==> src/rtl/xbar_rr_scheduler.sv <==
`timescale 1ns/1ps
`default_nettype none
// ============================================================================
// Module   : xbar_rr_scheduler
// Purpose  : Request-side priority scheduler for the variable-latency
//            full-duplex crossbar. It produces the external round-robin
//            priority vector for the crossbar's req_rr_i input. The
//            crossbar must use its external-priority mode.
//            - Each target's priority pointer advances past the initiator
//              that was just served at that target.
//            - An optional per-initiator starvation watchdog forces the
//              pointer of the addressed target to any initiator that has
//              been stalled for MAX_WAIT consecutive cycles.
//            The block only observes handshakes and never gates them.
// Config   : `XBAR_RR_SCHED_STARVE_EN
//              defined   - wait counters and starvation override present
//              undefined - pure round-robin; starve_o tied to 0 and
//                          MAX_WAIT ignored
// Params   : NUM_IN  - number of initiators (>= 1)
//            NUM_OUT - number of targets (>= 1)
//            MAX_WAIT- consecutive stalled cycles before starving (>= 1)
// Ports    : clk_i          in   clock
//            rst_ni         in   asynchronous active-low reset
//            ini_valid_i    in   [NUM_IN]          initiator valid
//            ini_ready_i    in   [NUM_IN]          initiator ready
//            ini_tgt_addr_i in   [NUM_IN x TW]     initiator target address
//            tgt_valid_i    in   [NUM_OUT]         target-side valid
//            tgt_ready_i    in   [NUM_OUT]         target-side ready
//            tgt_ini_addr_i in   [NUM_OUT x IW]    winning initiator per target
//            rr_o           out  [NUM_OUT x IW]    priority initiator per target
//            starve_o       out  [NUM_IN]          initiator is starving
//            (IW/TW are the index widths, minimum 1 bit)
// Revision : 1.0 - initial release
// ============================================================================
module xbar_rr_scheduler #(
   parameter int NUM_IN   = 4,
   parameter int NUM_OUT  = 4,
   parameter int MAX_WAIT = 16
) (
   input  logic                                          clk_i,
   input  logic                                          rst_ni,
   input  logic [NUM_IN-1:0]                             ini_valid_i,
   input  logic [NUM_IN-1:0]                             ini_ready_i,
   input  logic [NUM_IN*((NUM_OUT > 1) ? $clog2(NUM_OUT) : 1)-1:0] ini_tgt_addr_i,
   input  logic [NUM_OUT-1:0]                            tgt_valid_i,
   input  logic [NUM_OUT-1:0]                            tgt_ready_i,
   input  logic [NUM_OUT*((NUM_IN > 1) ? $clog2(NUM_IN) : 1)-1:0]  tgt_ini_addr_i,
   output logic [NUM_OUT*((NUM_IN > 1) ? $clog2(NUM_IN) : 1)-1:0]  rr_o,
   output logic [NUM_IN-1:0]                             starve_o
);

   // Index widths; a single initiator/target still gets a 1-bit index.
   localparam int c_iw    = (NUM_IN  > 1) ? $clog2(NUM_IN)  : 1;
   localparam int c_tw    = (NUM_OUT > 1) ? $clog2(NUM_OUT) : 1;
   localparam int c_cnt_w = $clog2(MAX_WAIT + 1);
   localparam logic [c_cnt_w-1:0] c_max_wait = c_cnt_w'(MAX_WAIT);
   localparam logic [c_iw:0]      c_num_in   = (c_iw+1)'(NUM_IN);

   // Packed views of the flattened address buses.
   logic [NUM_IN-1:0][c_tw-1:0]  w_ini_tgt;
   logic [NUM_OUT-1:0][c_iw-1:0] w_tgt_ini;
   logic [NUM_IN-1:0]            w_ihs;
   logic [NUM_OUT-1:0]           w_ths;
   logic [NUM_IN-1:0]            w_elig;
   logic [NUM_OUT-1:0][c_iw-1:0] w_rr_nxt;
   logic [NUM_OUT-1:0][c_iw-1:0] r_rr;

   assign w_ini_tgt = ini_tgt_addr_i;
   assign w_tgt_ini = tgt_ini_addr_i;
   assign w_ihs     = ini_valid_i & ini_ready_i;
   assign w_ths     = tgt_valid_i & tgt_ready_i;

`ifdef XBAR_RR_SCHED_STARVE_EN
   // ------------------------------------------------------------------
   // Starvation watchdog: one saturating wait counter per initiator.
   // A change of target address while valid does not restart the wait;
   // the override simply follows the current address.
   // ------------------------------------------------------------------
   logic [c_cnt_w-1:0] r_cnt [NUM_IN];

   for (genvar gi = 0; gi < NUM_IN; gi++) begin : g_wait_cnt
      always_ff @(posedge clk_i or negedge rst_ni) begin
         if (!rst_ni) begin
            r_cnt[gi] <= '0;
         end else if (w_ihs[gi] || !ini_valid_i[gi]) begin
            r_cnt[gi] <= '0;
         end else if (r_cnt[gi] != c_max_wait) begin
            r_cnt[gi] <= r_cnt[gi] + c_cnt_w'(1);
         end
      end

      assign starve_o[gi] = (r_cnt[gi] == c_max_wait);
   end

   // An initiator served this cycle no longer needs the override.
   assign w_elig = starve_o & ~w_ihs;
`else
   // Pure round-robin build: the initiator handshake is not needed.
   logic w_unused_cfg;

   assign starve_o     = '0;
   assign w_elig       = '0;
   assign w_unused_cfg = ^{ini_valid_i, ini_ready_i, ini_tgt_addr_i,
                           c_max_wait, w_ihs, w_elig, w_ini_tgt};
`endif

   // ------------------------------------------------------------------
   // Next priority pointer per target.
   // Priority: starving override (lowest index) > handshake advance > hold.
   // ------------------------------------------------------------------
   always_comb begin
      logic [c_iw:0] v_inc;
      w_rr_nxt = r_rr;
      v_inc    = '0;
      for (int t = 0; t < NUM_OUT; t++) begin
         if (w_ths[t]) begin
            // Explicit modulo: NUM_IN need not be a power of two.
            v_inc = {1'b0, w_tgt_ini[t]} + (c_iw+1)'(1);
            if (v_inc >= c_num_in) begin
               v_inc = v_inc - c_num_in;
            end
            w_rr_nxt[t] = v_inc[c_iw-1:0];
         end
`ifdef XBAR_RR_SCHED_STARVE_EN
         // Walk downward so the lowest eligible index is written last.
         for (int i = NUM_IN - 1; i >= 0; i--) begin
            if (w_elig[i] && (w_ini_tgt[i] == c_tw'(t))) begin
               w_rr_nxt[t] = c_iw'(i);
            end
         end
`endif
         if (NUM_IN == 1) begin
            w_rr_nxt[t] = '0;
         end
      end
   end

   // Registered pointers: no combinational path back into the arbiter.
   always_ff @(posedge clk_i or negedge rst_ni) begin
      if (!rst_ni) begin
         r_rr <= '0;
      end else begin
         r_rr <= w_rr_nxt;
      end
   end

   assign rr_o = r_rr;

endmodule
`default_nettype wire

==> config.mk <==
export PLATFORM = sky130hd
export DESIGN_NAME = xbar_rr_scheduler
export DESIGN_NICKNAME = d
export VERILOG_FILES = /design/src/rtl/xbar_rr_scheduler.sv
export SDC_FILE = /design/constraint.sdc
export NUM_CORES = 1
export LEC_CHECK = 0
export ABC_AREA = 1
export BUFFER_PORTS_ARGS = -buffer_cell sky130_fd_sc_hd__buf_2
export CORE_AREA = 2 2 39 41
export DETAILED_ROUTE_END_ITERATION = 6
export DIE_AREA = 0 0 41 43
export HOLD_SLACK_MARGIN = 0.15
export PLACE_DENSITY = 0.74
export SYNTH_ARGS = -nofsm -noshare
export SYNTH_HDL_FRONTEND = slang
export SYNTH_SLANG_ARGS = --single-unit
==> constraint.sdc <==
create_clock -name clk_i -period 1 [get_ports clk_i]
set_input_delay 0.05 -clock clk_i [delete_from_list [all_inputs] [get_ports clk_i]]
set_output_delay 0.05 -clock clk_i [all_outputs]
set_load 0.02 [all_outputs]
==> results of run 1 <==
## kinds of logic (layout without fill, tap and decap cells)
kind of cell / Yosys count / after routing / synth area share
buffers and inverters: 16 / 57 / 0.183
AOI/OAI and AO/OA: 4 / 4 / 0.0489
DFF: 8 / 8 / 0.489
and+or+nand+nor: 28 / 28 / 0.269
other: 1 / 4 / 0.00917
## cell usage in the layout (no fill, tap or decap), drive strengths merged
cell type and instances:
buf 25, conb 4, dlygate4sd3 17, dfrtp 8
clkbuf 3, inv 12, nand3 4, nand2 24
o21ai 4
## per-layer routing
metal	part of all wire	vias to the layer above	wire, microns	GRT usage
met1	0.39	211	397	0.136
met2	0.55	19	564	0.266
met3	0.055	0	56	0.0471
met5	0	-	0	0
li1	-	249	-	-
met4	0	0	0	0.0600
## per-stage QoR
| stage | instance area, sq um | util | power, mW | instances | worst slack [ps] |
|---|---|---|---|---|---|
| after floorplan | 420 | - | 0.531 | 60 | 313 |
| after global placement | 536 | 0.387 | 0.611 | 97 | 406 |
| after detailed placement | 536 | 0.387 | 0.618 | 97 | 397 |
| after CTS | 728 | 0.526 | 0.922 | 117 | 144 |
| after global routing | 728 | 0.526 | 0.968 | 117 | 84.1 |
| final | 728 | 0.526 | 0.904 | 117 | 154 |
## path summary, 6_finish.rpt
path / endpoint / slack, ps / depth (start not counted)
min in group clk_i: rr_o[7]$_DFFE_PN0P_ / 480 / 2
min: rr_o[2]$_DFFE_PN0P_ / 170 / 2
min reg2reg: rr_o[7]$_DFFE_PN0P_ / 480 / 2
max in group asynchronous: rr_o[7]$_DFFE_PN0P_ / 670 / 2
max reg2reg: rr_o[5]$_DFFE_PN0P_ / 390 / 2
max: rr_o[3] / 150 / 1
## area by class of cell
type,instances,area share
well taps,16,0.0275
repair buffers,42,0.405
multi-input cells,36,0.199
flip-flops and latches,8,0.275
clock buffers,3,0.0309
inverters,12,0.0619
## where the power goes
group / internal, mW / leakage, nW / switching [mW] / total, mW
Combinational: 0.124 / 0.334 / 0.149 / 0.273
Sequential: 0.367 / 0.0984 / 0.0221 / 0.389
Clock: 0.137 / 0.0138 / 0.106 / 0.243
## timing repair
item,CTS,global route
setup buffers,0,0
hold buffers,17,0
hold endpoints to repair,16,0
==> run metrics, run 1 <==
status completed; Final Wtd Congestion 0.546; row count 14; CTS Buf Count 3; Tcrit/Tclk final 0.846; post-cts sizing count 0; Synth Cell Area around 400 sq um; Largest delay share family, worst path flip-flops; All-Layer GR Usage 0.146; fin crit period 846 ps; vias in the first global route a little under 500; ANT nets after route 0; number of antenna violations at the first check in global routing 0; Slew Limit Fails 0; Die X 41 microns; CP Launch Point rr_o[3]$_DFFE_PN0P_; leak pwr 0.447 nW; DR vias 479; maxcap violations 0; TritonCTS clock tree yes; cell with the most instances after synthesis nand2_1; Critical Path RT 950 ps; path type of the worst min-delay path in2async; Synth cell types 7; Power Dens Cells 1240 nW/um^2; CP Buf/Inv Count 1; Sum Neg Setup Slack 0 ps; register area 200 sq um; boundary pin count 46; share of cells above drive strength 1 0.277; first-pass GRT wire length 1730 microns; WL/cell 8.70 microns; Max Root-Sink Buffers 2; synth warn 0; area share of the largest cell type after synthesis 0.489; clk root buf clkbuf_4; DR vias/cell 4.09; Async SR Flop Fraction 1.00; Startpoint Class flop; Critical-path top delay cell dfrtp_1; Final Hold Viols 0; Post-synth EDFFs 0; top_reg_cell synth dfrtp_1; CTS sink count 8; Critical Path, Cell by Cell buf_2; FF-to-FF Start rr_o[5]$_DFFE_PN0P_; Antenna Cells 0; clk_skew 0 ps; Post-Synthesis Cells 57; Critical Path Sink Type output pin; peak supply drop 0.665 mV; Detailed Route Iter0 Violations 1; Reg clk slew, reported paths 50 ps; Final #Nets approximately 140; final hold slack 166 ps; highest cell delay on the worst timing path 380 ps; CP Max Fanout 2; top cells by area, synth dfrtp_1, nand2_1, inv_1, buf_4, nand3_1; DRC 0; grt ovf 0; initial core utilization 0.296; CTS H-tree lvls 1; critical path type reg2out; setup violators final 0; hpwl dp 682 microns; IO Port Bufs 25; 1st-pass router iterations 2; commonest cells in the netlist nand2_1, inv_1, dfrtp_1; die height ~43 microns; post-synthesis register bit count 8; Fmax achieved ~1200 MHz; synthesized area per cell 7.18 sq um; largest area contributor in the netlist dfrtp_1; max FFs per register 8; DIE AREA 1760 sq um; Data arrival, critical path 800 ps; clock latency on the worst-skew pair about 250 ps; Synth-to-Final Area Change 78.0%; RSZ-0062 raised after global routing false; # fillers between 100 and 150; largest net degree at the start of global routing 9; Multi-input gate area 145 sq um; core area 1380 sq um; DRT Wirelength 1020 microns; post-synthesis sequential area ratio 0.489
Note: power is estimated with default switching activity, not from simulation.
==> inputs of run 2 (changes only) <==
Settings changed: ABC_AREA 1 to 0, PLACE_DENSITY 0.74 to 0.72.
Clock period 1 ns to 0.8 ns, I/O delays scaled along.
==> run metrics, run 2 <==
DIE AREA 1760 sq um; top cells by area, synth dfrtp_1, mux2_2, mux2i_1, xor2_1, buf_4; 1st-pass router iterations 2; post-synthesis sequential area ratio 0.521; r2r setup slk 20 ps; Finished Core Util 0.480; Data arrival, critical path 780 ps; share of cells above drive strength 1 0.552; grt ovf 0; failing checks setup timing; Post-synth EDFFs 0; initial core utilization 0.278; Hold Buf Count CTS 5; most common cell after layout, fill and taps aside buf_2; Critical Path Sink Type output pin; fin worst setup slack -24.5 ps; die height 43 microns; status complete, but fails checks; CTS Buf Count 3; first-pass GRT wire length around 1100 microns; DR vias 331; DR vias/cell 3.99; leak pwr 0.373 nW; Overall Power approximately 1.3 mW; clk_skew 0 ps; Largest delay share family, worst path flip-flops; Die X a little over 40 microns; Synth-to-Final Area Change 73.0%; highest cell delay on the worst timing path 410 ps; path type of the worst min-delay path in2reg; Power Dens Cells 1990 nW/um^2; WL/cell 8.99 microns; core area 1380 sq um; top_reg_cell synth dfrtp_1; Synth cell types 8; Fmax achieved about 1200 MHz; All-Layer GR Usage 0.0994; RSZ-0062 raised after global routing true; Critical-path top delay cell dfrtp_2; CP Buf/Inv Count 1; placed insts 73; # fillers 134; setup violators final 8; Reg clk slew, reported paths ~60 ps; Final Wtd Congestion about 0.55; clk root buf clkbuf_4; Antenna Cells 0; number of antenna violations at the first check in global routing 0; Tcrit/Tclk final 1.03; cell with the most instances after synthesis dfrtp_1; Max Root-Sink Buffers 2; highest-count cells in the layout ignoring fill and taps buf_2, buf_6, dlygate4sd3_1; DRC 0; Final #Nets 102; synth warn 0; largest area contributor in the netlist dfrtp_1; CTS sink count 8; post-synthesis register bit count 8; hpwl dp 586 microns; ANT nets after route 0; Slew Limit Fails 0; Post-Synthesis Cells 33; Async SR Flop Fraction 1.00; Detailed Route Iter0 Violations 3; largest net degree at the start of global routing 9; row count 14; Critical Path RT 760 ps; peak supply drop roughly 0.84 mV; vias in the first global route 313; CTS H-tree lvls 1; synthesized area per cell 11.6 sq um; maxcap violations 0; clock latency on the worst-skew pair 250 ps; TritonCTS clock tree yes; critical path type reg2out; Sum Neg Setup Slack -136 ps; fin crit period 825 ps; area share of the largest cell type after synthesis 0.521; DRT Wirelength 746 microns; Final Non-Filler Cells 83; boundary pin count 46; max FFs per register 8; Final Hold Viols 0; final hold slack between 100 and 150 ps; Critical Path, Cell by Cell buf_6; Startpoint Class flop; Synth Cell Area 384 sq um; IO Port Bufs 25; CP Max Fanout 2
## run 2: cell type report
class / count / area (sq um) / area share
sequential: 8 / 205 / 0.309
timing repair buffer: 31 / 233 / 0.350
clock buffer: 4 / 26.3 / 0.0395
inverter: 4 / 15.0 / 0.0226
multi-input combinational: 20 / 165 / 0.249
tap: 16 / 20.0 / 0.0301
## run 2: final timing paths
| path | from | depth (start not counted) | to |
|---|---|---|---|
| hold / removal | tgt_ready_i[0] | 3 | rr_o[0]$_DFFE_PN0P_ |
| hold reg to reg | rr_o[3]$_DFFE_PN0P_ | 1 | rr_o[3]$_DFFE_PN0P_ |
| setup / recovery | rr_o[7]$_DFFE_PN0P_ | 1 | rr_o[7] |
| max in group asynchronous | rst_ni | 2 | rr_o[5]$_DFFE_PN0P_ |
| setup reg to reg | rr_o[5]$_DFFE_PN0P_ | 1 | rr_o[5]$_DFFE_PN0P_ |
| min in group asynchronous | rst_ni | 2 | rr_o[0]$_DFFE_PN0P_ |
## run 2: logic make-up after synthesis
logic type                synth area share
DFF                                  0.521
and+or+nand+nor                     0.0391
other                              0.00976
xor gates and xnor gates            0.0912
buffers and inverters                0.117
muxes                                0.221
## run 2: through the flow
stage          setup slack [ps]  area [sq um]
3_5_place_dp               44.6           531
5_1_grt                   -66.8           664
2_1_floorplan             -12.4           415
6_report                  -24.5           664
3_3_place_gp               45.6           531
4_1_cts                   -39.7           664
## run 2: routing by layer
metal,global-route usage,up-vias,part of all wire
met2,0.159,24,0.46
li1,-,162,-
met3,0.0314,0,0.13
met1,0.106,145,0.41
met5,0,-,0
met4,0.0600,0,0
## run 2: timing repair
| action | 4_1_cts | 5_1_grt |
|---|---|---|
| buffers inserted | 1 | 0 |
| hold endpoints to repair | 12 | 4 |
| resized for setup | 16 | 0 |
| endpoints found under the setup margin | 8 | 9 |
## run 2: report_power, final
group | switching [mW] | leakage [nW] | total, mW | internal [mW]
clock | 0.134 | 0.0150 | 0.325 | 0.191
combinational | 0.199 | 0.269 | 0.465 | 0.266
sequential | 0.0497 | 0.0892 | 0.532 | 0.483
total | 0.383 | 0.373 | 1.32 | 0.939
